==> config.mk <==
export PLATFORM = sky130hd
export DESIGN_NAME = div16_flat
export DESIGN_NICKNAME = d
export VERILOG_FILES = /design/src/rtl/div16_if.sv /design/src/rtl/div16.sv /design/src/flat_wrapper.sv
export SDC_FILE = /design/constraint.sdc
export NUM_CORES = 1
export LEC_CHECK = 0
export BUFFER_PORTS_ARGS = -buffer_cell sky130_fd_sc_hd__buf_2
export CORE_MARGIN = 2
export CORE_UTILIZATION = 50
export CTS_CLUSTER_DIAMETER = 100
export DETAILED_ROUTE_END_ITERATION = 12
export PLACE_DENSITY = 0.77
export SYNTH_ARGS = -nofsm -noshare
export SYNTH_HDL_FRONTEND = slang
export SYNTH_SLANG_ARGS = --single-unit
==> constraint.sdc <==
create_clock -name clk -period 3.3 [get_ports clk]
set_input_delay 0.66 -clock clk [delete_from_list [all_inputs] [get_ports clk]]
set_output_delay 0.66 -clock clk [all_outputs]
set_load 0.01 [all_outputs]
==> src/rtl/div16_if.sv <==
`default_nettype none
// ============================================================================
// Module      : div16_if
// Description : Start/done handshake and operand/result bundle for div16.
// Revision    : 1.0 - initial release
// ============================================================================
interface div16_if #(
    parameter int N = 16
);
    logic             start;
    logic [2*N-1:0]   dividend;
    logic [N-1:0]     divisor;
    logic [N-1:0]     quotient;
    logic [N-1:0]     remainder;
    logic             done;
    logic             div_by_zero;
    logic             overflow;

    modport master (
        output start, dividend, divisor,
        input  quotient, remainder, done, div_by_zero, overflow
    );

    modport slave (
        input  start, dividend, divisor,
        output quotient, remainder, done, div_by_zero, overflow
    );
endinterface
`default_nettype wire

==> src/rtl/div16.sv <==
`default_nettype none
// ============================================================================
// Module      : div16
// Description : Unsigned restoring divider, 2N/N -> N quotient + N remainder,
//               one quotient bit per clock with start/done handshake.
// Revision    : 1.0 - initial release
// ============================================================================
module div16 #(
    parameter int N = 16
) (
    input  wire logic clk,
    input  wire logic reset,
    div16_if.slave    bus
);
    localparam int CW = $clog2(N) + 1;

    typedef enum logic [1:0] {
        S_IDLE  = 2'd0,
        S_CHECK = 2'd1,
        S_ITER  = 2'd2
    } state_t;

    state_t          state_q, state_d;
    logic [N:0]      r_q, r_d;
    logic [N-1:0]    q_q, q_d;
    logic [N-1:0]    divisor_q, divisor_d;
    logic [CW-1:0]   count_q, count_d;
    logic [N-1:0]    quotient_q, quotient_d;
    logic [N-1:0]    remainder_q, remainder_d;
    logic            done_q, done_d;
    logic            dbz_q, dbz_d;
    logic            ovf_q, ovf_d;

    logic [N+1:0]    w_shift;
    logic [N+1:0]    w_trial;
    logic            w_bit;
    logic [N:0]      w_r_next;
    logic [N-1:0]    w_q_next;

    // R stays below the divisor, so its top bit is always zero and the
    // N+2-bit trial difference carries the sign in its MSB.
    always_comb begin
        w_shift  = {r_q, q_q[N-1]};
        w_trial  = w_shift - {2'b00, divisor_q};
        w_bit    = ~w_trial[N+1];
        w_r_next = w_bit ? w_trial[N:0] : w_shift[N:0];
        w_q_next = {q_q[N-2:0], w_bit};
    end

    always_comb begin
        state_d     = state_q;
        r_d         = r_q;
        q_d         = q_q;
        divisor_d   = divisor_q;
        count_d     = count_q;
        quotient_d  = quotient_q;
        remainder_d = remainder_q;
        done_d      = done_q;
        dbz_d       = dbz_q;
        ovf_d       = ovf_q;

        if (bus.start) begin
            divisor_d = bus.divisor;
            r_d       = {1'b0, bus.dividend[2*N-1:N]};
            q_d       = bus.dividend[N-1:0];
            count_d   = '0;
            done_d    = 1'b0;
            dbz_d     = 1'b0;
            ovf_d     = 1'b0;
            state_d   = S_CHECK;
        end else begin
            case (state_q)
                S_IDLE: ;
                S_CHECK: begin
                    // q_q still holds the dividend's low half at this point
                    if (divisor_q == '0) begin
                        dbz_d       = 1'b1;
                        quotient_d  = '1;
                        remainder_d = q_q;
                        done_d      = 1'b1;
                        state_d     = S_IDLE;
                    end else if (r_q >= {1'b0, divisor_q}) begin
                        ovf_d       = 1'b1;
                        quotient_d  = '1;
                        remainder_d = q_q;
                        done_d      = 1'b1;
                        state_d     = S_IDLE;
                    end else begin
                        state_d = S_ITER;
                    end
                end
                S_ITER: begin
                    r_d     = w_r_next;
                    q_d     = w_q_next;
                    count_d = count_q + 1'b1;
                    if (count_q == CW'(N - 1)) begin
                        quotient_d  = w_q_next;
                        remainder_d = w_r_next[N-1:0];
                        done_d      = 1'b1;
                        state_d     = S_IDLE;
                    end
                end
                default: state_d = S_IDLE;
            endcase
        end
    end

    always_ff @(posedge clk or posedge reset) begin
        if (reset) begin
            state_q     <= S_IDLE;
            r_q         <= '0;
            q_q         <= '0;
            divisor_q   <= '0;
            count_q     <= '0;
            quotient_q  <= '0;
            remainder_q <= '0;
            done_q      <= 1'b1;
            dbz_q       <= 1'b0;
            ovf_q       <= 1'b0;
        end else begin
            state_q     <= state_d;
            r_q         <= r_d;
            q_q         <= q_d;
            divisor_q   <= divisor_d;
            count_q     <= count_d;
            quotient_q  <= quotient_d;
            remainder_q <= remainder_d;
            done_q      <= done_d;
            dbz_q       <= dbz_d;
            ovf_q       <= ovf_d;
        end
    end

    assign bus.quotient    = quotient_q;
    assign bus.remainder   = remainder_q;
    assign bus.done        = done_q;
    assign bus.div_by_zero = dbz_q;
    assign bus.overflow    = ovf_q;
endmodule
`default_nettype wire

==> src/flat_wrapper.sv <==
// flat-port wrapper written by rule: the top's interface ports become plain ports
module div16_flat 
#(
    parameter int N = 16
)
  (clk, reset, bus_start, bus_dividend, bus_divisor, bus_quotient, bus_remainder, bus_done, bus_div_by_zero, bus_overflow);
  div16_if #(.N(N)) bus_i ();
  input  wire logic clk;
  input  wire logic reset;
  input wire logic [$bits(bus_i.start)-1:0] bus_start;
  input wire logic [$bits(bus_i.dividend)-1:0] bus_dividend;
  input wire logic [$bits(bus_i.divisor)-1:0] bus_divisor;
  output wire logic [$bits(bus_i.quotient)-1:0] bus_quotient;
  output wire logic [$bits(bus_i.remainder)-1:0] bus_remainder;
  output wire logic [$bits(bus_i.done)-1:0] bus_done;
  output wire logic [$bits(bus_i.div_by_zero)-1:0] bus_div_by_zero;
  output wire logic [$bits(bus_i.overflow)-1:0] bus_overflow;
  assign bus_i.start = bus_start;
  assign bus_i.dividend = bus_dividend;
  assign bus_i.divisor = bus_divisor;
  assign bus_quotient = bus_i.quotient;
  assign bus_remainder = bus_i.remainder;
  assign bus_done = bus_i.done;
  assign bus_div_by_zero = bus_i.div_by_zero;
  assign bus_overflow = bus_i.overflow;
  div16 #(.N(N)) u_core (.clk(clk), .reset(reset), .bus(bus_i));
endmodule
== Word level (Yosys, flattened, before mapping) ==
Index checks and enable logic that the tools add are counted.

* Flip-flop bits (word level): 91
* Bits in latches: 0
* Memory bits (writable): 0
* Bits in read-only memories: 0
* Input port bits: 51
* Output and inout bits: 35
* Logic and storage cells: 68
* Memories: 0

* $add $sub $neg: 2
* Multipliers: 0
* Divide/modulo/power cells: 0
* $lt $le $gt $ge: 1
* Equality and inequality tests: 9
* Shifts and indexed selects: 0
* Multiplexer cells: 31
* Bitwise gates (word level): 2
* Reduce and logical (&&, ||, !) cells: 13

{| class="wikitable"
|+ Operator list
! kind !! number
|-
| 16-bit 2-to-1 mux || 8
|-
| 16-bit one-hot mux with 2 select lines || 2
|-
| 17-bit 2-to-1 mux || 3
|-
| 18-bit by 16-bit subtractor with 18-bit output || 1
|-
| 17-bit by 16-bit >= comparator with 1-bit output || 1
|-
| 16-bit zero test || 1
|-
| 1-bit 2-to-1 mux || 10
|-
| 5-bit 2-to-1 mux || 2
|-
| 2-bit nonzero test || 5
|-
| 2-bit 2-to-1 mux || 4
|-
| 2-bit one-hot mux with 3 select lines || 1
|-
| 3-bit AND reduction || 2
|-
| 5-bit by 1-bit adder with 5-bit output, second input constant || 1
|-
| 5-bit by 4-bit equality test with 1-bit output, second input constant || 1
|-
| 2-bit != test, second input constant || 2
|-
| 4-bit by 2-bit != test with 1-bit output, second input constant || 1
|-
| 2-bit AND reduction || 2
|-
| 4-bit AND reduction || 1
|-
| 3-bit by 1-bit != test with 1-bit output, second input constant || 1
|-
| 3-bit by 2-bit != test with 1-bit output, second input constant || 1
|-
| 3-bit nonzero test || 1
|-
| 2-bit by 1-bit equality test with 1-bit output, second input constant || 1
|-
| 2-bit equality test, second input constant || 1
|-
| 2-bit zero test || 1
|-
| 3 further kinds || 4
|}

== Depth between registers and ports, before layout ==
Gate-level depths: netlist of the first run.

* Depth in word-level cells: 5
* Mapped depth: 11
* Gate-level depth less buffers: 11

== Worst setup path after synthesis of the first run ==
Ideal clock, no wire load.

* Kind: reg-to-reg
* From: register u_core.q_q[15]
* To: register u_core.remainder_q[14], in the netlist u_core.bus.remainder[14]
* Setup time: 125 ps
* Data arrival time: 2,426 ps
* Required time: 3,175 ps
* Slack: 749 ps
* Stages on the path, launching flop included: 12
* Path buffers: 0
* Period minus slack after synthesis: 2,551 ps
* Path through: dfrtp_1 -> inv_1 -> ha_1 -> fa_1 -> nor2b_4 -> o31a_1 -> o221a_2 -> o21a_1 -> and4b_1 -> o311ai_2 -> a31oi_1 -> mux2_2

* Longest elaborated chain between the ends: 4

{| class="wikitable"
|+ Ends and longest elaborated chain
! item !! line !! source
|-
| start, declared || div16.sv:25 || <nowiki>logic [N-1:0] q_q, q_d;</nowiki>
|-
| start signal, assigned || div16.sv:123 || <nowiki>q_q <= q_d;</nowiki>
|-
| 18-bit by 16-bit subtractor with 18-bit output || div16.sv:44 || <nowiki>w_trial = w_shift - {2'b00, divisor_q};</nowiki>
|-
| 17-bit 2-to-1 mux || div16.sv:46 || <nowiki>w_r_next = w_bit ? w_trial[N:0] : w_shift[N:0];</nowiki>
|-
| 16-bit 2-to-1 mux || div16.sv:96 || <nowiki>if (count_q == CW'(N - 1)) begin</nowiki>
|-
| 16-bit one-hot mux with 2 select lines || div16.sv:72 || <nowiki>case (state_q)</nowiki>
|-
| end signal, assigned || div16.sv:127 || <nowiki>remainder_q <= remainder_d;</nowiki>
|-
| end, declared || div16.sv:29 || <nowiki>logic [N-1:0] remainder_q, remainder_d;</nowiki>
|}

Every way passes these cells. The select of a mux whose other input is x is not followed.
A chain may end at the register's enable or synchronous reset.

== Final worst setup path of the first run ==
* From: register u_core.divisor_q[6]
* To: register u_core.r_q[10]

* Longest elaborated chain between the ends: 4

{| class="wikitable"
|+ Ends and longest elaborated chain
! item !! line !! source
|-
| start, declared || div16.sv:26 || <nowiki>logic [N-1:0] divisor_q, divisor_d;</nowiki>
|-
| start signal, assigned || div16.sv:124 || <nowiki>divisor_q <= divisor_d;</nowiki>
|-
| 18-bit by 16-bit subtractor with 18-bit output || div16.sv:44 ||
|-
| 17-bit 2-to-1 mux || div16.sv:46 ||
|-
| 17-bit 2-to-1 mux || div16.sv:72 ||
|-
| 17-bit 2-to-1 mux || div16.sv:62 || <nowiki>if (bus.start) begin</nowiki>
|-
| end signal, assigned || div16.sv:122 || <nowiki>r_q <= r_d;</nowiki>
|-
| end, declared || div16.sv:24 || <nowiki>logic [N:0] r_q, r_d;</nowiki>
|}

Every way passes these cells. The select of a mux whose other input is x is not followed.

==> results of run 1 <==
cell usage after synthesis (2+ instances only):
cell type | number | share of area [%]
xor2_1 | 5 | 0.81
xnor2_1 | 6 | 0.98
nand2_1 | 83 | 5.8
nand3_1 | 7 | 0.65
a21oi_1 | 24 | 2.2
o211ai_1 | 5 | 0.70
nand2b_1 | 6 | 0.70
nor3_1 | 8 | 0.75
dfrtp_1 | 90 | 42
o311a_1 | 3 | 0.56
nor2b_1 | 7 | 0.81
clkbuf_1 | 25 | 1.7
a211oi_2 | 8 | 1.9
a21o_1 | 3 | 0.42
o21ai_0 | 55 | 5.1
or3_1 | 3 | 0.35
mux2i_1 | 18 | 3.4
nor2_1 | 63 | 4.4
inv_1 | 27 | 1.9
a211oi_1 | 3 | 0.42
o21a_1 | 6 | 0.84
a2bb2oi_1 | 4 | 0.65
ha_1 | 37 | 8.6
nand4_1 | 6 | 0.70
o21ai_1 | 4 | 0.37
nor4_1 | 8 | 0.93
a31oi_1 | 6 | 0.70
o31ai_1 | 25 | 3.5
buf_1 | 2 | 0.14
buf_2 | 2 | 0.19
mux2_2 | 2 | 0.42
kinds of logic after synthesis:
logic type	after synthesis	share of synthesized area, %
mux	20	3.772
buf+inv	60	4.610
fa+ha+maj	38	8.987
compound gates	167	21.84
simple gates	199	16.60
xor+xnor	11	1.793
flops	91	42.40
flip-flops by register name, summed over array words and instances (netlist names):
name,flops
u_core.bus.overflow,1
u_core.r_q,17
u_core.divisor_q,16
u_core.state_q,2
u_core.bus.quotient,16
u_core.count_q,5
u_core.q_q,16
u_core.bus.remainder,16
u_core.bus.div_by_zero,1
u_core.bus.done,1
worst max-delay path by stage:
stage                     slack [ps]           startpoint  cells after the start                        to
after CTS                        270  u_core.divisor_q[6]                      9            u_core.r_q[12]
after detailed placement         300  u_core.divisor_q[6]                      9            u_core.r_q[12]
after floorplan                  280                reset                      1    u_core.bus.div_by_zero
after global placement           310        u_core.r_q[5]                      8  u_core.bus.remainder[12]
after global routing              70  u_core.divisor_q[6]                      9            u_core.r_q[12]
final                            290  u_core.divisor_q[6]                      9            u_core.r_q[10]
routing by layer:
metal	track usage (%)	wire length, µm	vias to the layer above
li1	-	-	2219
met1	34.28	5940	2212
met2	40.97	6628	152
met3	5.266	866	32
met4	11.26	406	0
met5	0	0	-
power by group:
group / total, mW / internal, mW / leakage, nW / switching (mW)
clock network: 0.821 / 0.366 / 0.108 / 0.454
registers: 1.58 / 1.38 / 1.10 / 0.199
logic: 1.41 / 0.580 / 1.64 / 0.826
total: 3.81 / 2.33 / 2.85 / 1.48
cells in the final DEF (no fill, tap or decap), types with 2 or more instances in the layout:
master	netlist	routed
a211oi_1	3	3
a211oi_2	8	8
a21o_1	3	3
a21oi_1	24	24
a2bb2oi_1	4	4
a31oi_1	6	6
buf_12	1	2
buf_2	2	85
buf_4	1	4
clkbuf_8	0	9
clkinv_2	0	2
dfrtp_1	90	90
ha_1	37	36
inv_1	27	26
inv_6	0	2
inv_8	0	2
mux2_2	2	2
mux2i_1	18	18
nand2_1	83	83
nand2b_1	6	6
nand3_1	7	7
nand4_1	6	6
nor2_1	63	63
nor2b_1	7	7
nor3_1	8	8
nor4_1	8	8
o211ai_1	5	5
o21a_1	6	6
o21ai_0	55	55
o21ai_1	4	4
o311a_1	3	3
o31ai_1	25	25
or3_1	3	3
xnor2_1	6	6
xor2_1	5	5
area by class of cell:
type | count | area, µm² | area share, %
clock buffer | 9 | 123.9 | 2.021
clock inverter | 7 | 83.83 | 1.368
inverter | 29 | 110.1 | 1.796
multi-input combinational | 435 | 2868 | 46.79
sequential | 91 | 2278 | 37.17
tap | 136 | 170.2 | 2.776
timing repair buffer | 91 | 495.5 | 8.083
==> results by group, run 1 <==
Power
  • Leakage: 2.851 nW
  • Maximum VDD drop: 0.3051 mV
  • Power density cells: 621.2 nW/µm²
  • Total Power: 3.808 mW

Cells and area
  • Non-filler cells, final: 798
  • Layout cell share with drive strength beyond 1: 20.54%
  • Finished Cell Area: 6130 µm²
  • Final Util: 59.11%
  • Layout Nets: 746
  • Diode count: 0
  • Fillers: 927
  • P&R area growth vs syn: 14.06%

CTS
  • Inserted Clock Buffers: 9
  • CTS max path bufs: 2
  • PostCTS Resize Cnt: 0
  • CTS Sinks: 91
  • Number of post-CTS setup repair buffers: 0
  • Clk root buf: clkbuf_8
  • Clock slew at reported path FFs: 100 ps
  • CTS H-tree depth: 3
  • CTS tree: yes
  • Worst-skew pair later-pin latency: 380 ps
  • Hold buffer count at cts: 0

Synth
  • Number of synthesized flops with an enable pin: 0
  • Register bit total from synthesis: 91
  • Sequential-to-total area share from yosys stat: 42.40%
  • Share of flip-flops with an asynchronous set or reset: 100.0%
  • Ys Warns: 0
  • Synthesized area per cell: 9.170 µm²
  • Cell area after synthesis: 5374 µm²
  • Synth cell types: 66
  • Syn Nets: 675
  • Synth Flop Type: dfrtp_1
  • Cells after Synth: 586

Placement
  • I/O Buffers: 85
  • Placer Congestion: 0.8574
  • Placed Cells: 782
  • Final HPWL DP: 10010 µm
  • Area after DPL: 5922 µm²
  • DP Worst Slack: 304.6 ps

Detailed routing
  • Drt first pass iters: 5
  • Iter 0 DRT Violations: 291
  • Antenna Nets Post-Route: 0
  • WL final: 13840 µm
  • Routed WL per cell: 17.35 µm
  • Remaining DRCs: 0
  • Vias: 4615
  • Vias/cell: 5.783

STA
  • Setup tns final: 0 ps
  • Period utilisation layout: 91.14%
  • Endpoints failing setup: 0
  • Fmax achieved: 0.3325 GHz
  • Tightest Pin Transition: 908.1 ps
  • RSZ-0062 raised after global routing: no
  • Layout Skew: 9.759 ps
  • Final Hold Viols: 0
  • Setup WS post-layout: 292.3 ps
  • Min cycle time layout: 3008 ps
  • Slew HR: 39.46%
  • Worst hold slack: 349.1 ps
  • Pins Over Slew Limit: 0

Setup path
  • Critical path's top delay family: compound AO/OA/AOI/OAI gates
  • Crit Path Class: reg -> reg
  • Crit path capture type: flip-flop
  • RR Startpoint: u_core.divisor_q[6]
  • Reg2reg path depth: 9
  • Top fanout value on the critical path: 14
  • Buf/Inv on CP: 1
  • Arrival time worst endpoint: 3240 ps
  • Slowest stage delay, CP: 510 ps
  • CP Cell Sequence: inv_1 > ha_1 > a2111o_1 > o211ai_4 > a21oi_4 > nor3_4 > nor3_1 > a211oi_2 > o31ai_1
  • Reg2reg setup slack: 290 ps
  • Worst r2r dst: u_core.r_q[10]
  • Critical Path RT: 3530 ps
  • Crit path max-delay cell type: nor3_4
  • Critical Path Start Type: flip-flop

Floorplanning
  • Initial Utilization: 51.82%
  • Die footprint: 11590 µm²
  • Core Region: 10370 µm²
  • Num ports: 86
  • Die Ht: 107.7 µm
  • Die Width: 107.7 µm
  • Row count: 37

GRT
  • Gr usage total: 25.82%
  • Largest net degree at the start of global routing: 102
  • Initial antenna violation count: 0
  • GR Overflow Total: 0
  • Vias in the first global route: 4669
  • First-pass GRT wire length: 23240 µm

Worst hold path
  • HP Class: in -> async

Run
  • Max-Cap Viols: 0

Run status
  • Status: finished clean
Power figures use the tool's default switching activity.
==> run 2: changes to the inputs <==
Settings changed: ABC_AREA from default to 1, PLACE_DENSITY 0.77 to 0.76.
==> run 2 against run 1 <==
Power increased by 13%. Die area up 9.8%. Wire length is 13% higher. Highest routed layer unchanged.
==> results by group, run 2 <==
STA
  • Slew HR: 64.02% (+25 points)
  • RSZ-0062 raised after global routing: no
  • Setup tns final: 0 ps (unchanged)
  • Worst hold slack: 393.8 ps (+44.70 ps)
  • Tightest Pin Transition: 539.1 ps (-369.1 ps)
  • Final Hold Viols: 0 (unchanged)
  • Endpoints failing setup: 0 (unchanged)
  • Period utilisation layout: 76.54% (-15 points)
  • Pins Over Slew Limit: 0 (unchanged)
  • Min cycle time layout: 2526 ps (-482.0 ps)
  • Fmax achieved: 0.3959 GHz (+19%)
  • Layout Skew: 10.69 ps (+0.9266 ps)

Synth
  • Sequential-to-total area share from yosys stat: 38.49% (-3.9 points)
  • Number of synthesized flops with an enable pin: 0 (unchanged)
  • Top post-synthesis cells by count: nand2_1, inv_1, dfrtp_1, nor2_1, nand3_1
  • Most common cell in the synthesized netlist: nand2_1
  • Cell area after synthesis: 5919 µm² (+10%)
  • Xor/xnor share of the synthesized area: 1.036% (-0.76 points)
  • Largest family of logic cells by synthesized area: simple AND/OR/NAND/NOR gates
  • Post-synthesis compound-gate area fraction: 11.79% (-10 points)
  • Top cells by area, synth: dfrtp_1, nand2_1, ha_1
  • Synth cell types: 35 (-47%)
  • Share of flip-flops with an asynchronous set or reset: 100.0% (unchanged)
  • Register bit total from synthesis: 91 (unchanged)
  • Ys Warns: 0 (unchanged)
  • Simple-gate share of the synthesized area: 30.67% (+14 points)
  • Mux cell area share after synthesis: 0% (-3.8 points)
  • Cells after Synth: 781 (+33%)
  • Synth Flop Type: dfrtp_1
  • Cell taking the most area after synthesis: dfrtp_1
  • Top-area cell type share of the netlist area: 38.05% (-3.9 points)
  • Syn Nets: 870 (+29%)
  • Adder-cell share of the synthesized area: 8.159% (-0.83 points)
  • Synthesized area per cell: 7.579 µm² (-17%)

Cells and area
  • Most common cell after layout, fill and taps aside: nand2_1
  • P&R area growth vs syn: 13.74%
  • Most frequent cells in the layout: nand2_1, inv_1, nor2_1, dfrtp_1, buf_2
  • Largest register by flop count: u_core.r_q
  • Layout Nets: 945 (+27%)
  • Layout cell share with drive strength beyond 1: 19.51% (-1.0 points)
  • Fillers: 1022 (+10%)
  • Max reg flops: 17 (unchanged)
  • Diode count: 0 (unchanged)
  • Finished Cell Area: 6733 µm² (+9.8%)

Power
  • Leakage: 3.539 nW (+24%)
  • Total Power: 4.315 mW (+13%)
  • Comb pwr share: 39.4% (+2.5 points)
  • Total internal power: 2.558 mW (+9.8%)
  • Maximum VDD drop: 0.5692 mV (+87%)
  • Reg power frac: 36.8% (-4.7 points)
  • Sw frac: 40.73% (+1.9 points)
  • Power density cells: 640.9 nW/µm² (+3.2%)
  • Clock share of power: 23.8% (+2.2 points)
  • Psw: 1.757 mW (+19%)

Setup path
  • Arrival time worst endpoint: 2770 ps (-470 ps)
  • Worst r2r dst: u_core.r_q[16]
  • Crit path capture type: flip-flop
  • Slowest stage delay, CP: 480 ps (-30 ps)
  • RR Startpoint: u_core.r_q[5]
  • Critical Path Start Type: flip-flop
  • Critical Path RT: 3550 ps (+20 ps)
  • Reg2reg path depth: 11 (+2)
  • Crit path max-delay cell type: dfrtp_1
  • Reg2reg setup slack: 770 ps (+480 ps)
  • Worst Setup SP: u_core.r_q[5]
  • Top fanout value on the critical path: 17 (+3)
  • Crit Path Class: reg -> reg
  • CP Cell Sequence: ha_1 > nand2_1 > nor2_1 > nand3_1 > nand3_2 > nand2_4 > nand3_2 > nand2_1 > nand3_1 > nand3_1 > nand2_1

CTS
  • CTS max path bufs: 2 (unchanged)
  • Inserted Clock Buffers: 9 (unchanged)
  • PostCTS Resize Cnt: 0 (unchanged)
  • Clock slew at reported path FFs: 80 ps (-20 ps)
  • CTS tree: yes
  • CTS H-tree depth: 3 (unchanged)
  • Hold buffer count at cts: 0 (unchanged)
  • Clk root buf: clkbuf_16
  • Number of post-CTS setup repair buffers: 0 (unchanged)
  • Worst-skew pair later-pin latency: 350 ps (-30 ps)
  • CTS Sinks: 91 (unchanged)

Placement
  • Area after DPL: 6442 µm² (+8.8%)
  • I/O Buffers: 85 (unchanged)
  • Final HPWL DP: 11760 µm (+18%)
  • Placer Congestion: 0.9578 (+12%)

GRT
  • Gr usage total: 25.29% (-0.53 points)
  • GR Overflow Total: 0 (unchanged)
  • Initial antenna violation count: 0 (unchanged)
  • First-pass GRT wire length: 25410 µm (+9.3%)
  • Largest net degree at the start of global routing: 92 (-9.8%)
  • Vias in the first global route: 5001 (+7.1%)

Floorplanning
  • Die Ht: 112.8 µm (+4.8%)
  • Initial Utilization: 51.62% (-0.20 points)
  • Die footprint: 12730 µm² (+9.8%)
  • Core Region: 11470 µm² (+11%)
  • Num ports: 86 (unchanged)
  • Die Width: 112.8 µm (+4.8%)
  • Row count: 39 (+5.4%)

Worst hold path
  • HP Class: in -> async

Detailed routing
  • Antenna Nets Post-Route: 0 (unchanged)
  • Drt first pass iters: 5 (unchanged)
  • Iter 0 DRT Violations: 401 (+38%)
  • Vias/cell: 5.424 (-6.2%)
  • Metal2 WL: 6850 µm (+3.3%)
  • Met1 Routed Length: 7306 µm (+23%)
  • Vias: 5446 (+18%)
  • Max Used Layer: met4
  • Remaining DRCs: 0 (unchanged)
  • DR WL met3: 1217 µm (+41%)
  • WL final: 15680 µm (+13%)
  • Routed WL per cell: 15.61 µm (-10%)

Run
  • Max-Cap Viols: 0 (unchanged)

Run status
  • Status: finished clean
-- run 2: stage by stage --
step,setup slack [ps],cells,utilization [%]
after floorplan,278.0,781,-
after global placement,885.0,988,56.18
after detailed placement,850.8,988,56.18
after CTS,814.1,1004,58.71
after global routing,561.0,1004,58.71
final,774.3,1004,58.71
-- run 2: worst max-delay path: cells and delay by family (launching register included) --
| family | cells | cell delay [ps] |
|---|---|---|
| flip-flops | 1 | 480 |
| AND/OR/NAND/NOR | 10 | 1530 |
| adder cells (fa/ha/maj) | 1 | 400 |
-- run 2: worst max-delay path by stage --
stage	cells after the start	end	slack (ps)
3_3_place_gp	11	u_core.r_q[16]	890
4_1_cts	11	u_core.r_q[16]	810
2_1_floorplan	1	u_core.bus.div_by_zero	280
3_5_place_dp	11	u_core.r_q[16]	850
6_report	11	u_core.r_q[16]	770
5_1_grt	14	u_core.bus.remainder[0]	560
-- run 2: cell type report --
class / count / area, µm² / share of cell area (%)
Inverter: 114 / 429.2 / 6.374
Multi-Input combinational cell: 547 / 3058 / 45.42
Sequential cell: 91 / 2278 / 33.84
Clock inverter: 7 / 65.06 / 0.9664
Tap cell: 143 / 178.9 / 2.658
Clock buffer: 9 / 225.2 / 3.345
Timing Repair Buffer: 93 / 498.0 / 7.396
-- run 2: cell families (layout without fill, tap and decap cells) --
kind of cell,count (synthesis),count (layout)
and+or+nand+nor,389,389
adders and majority gates,38,38
DFF,91,91
buffers and inverters,143,223
AOI/OAI and AO/OA,113,113
xor gates and xnor gates,7,7
-- run 2: layer usage --
layer | track usage, % | up-vias
li1 | - | 2684
met1 | 37.51 | 2510
met2 | 38.00 | 230
met3 | 4.660 | 22
met4 | 7.236 | 0
met5 | 0 | -
-- run 2: power groups by stage --
stage                     clock network, mW  registers, mW  logic, mW
after global placement                    0           1.60       1.66
after floorplan                           0           1.66       1.10
final                                  1.03           1.59       1.70
after global routing                   1.08           1.62       1.90
after CTS                              1.04           1.59       1.70
after detailed placement                  0           1.60       1.68
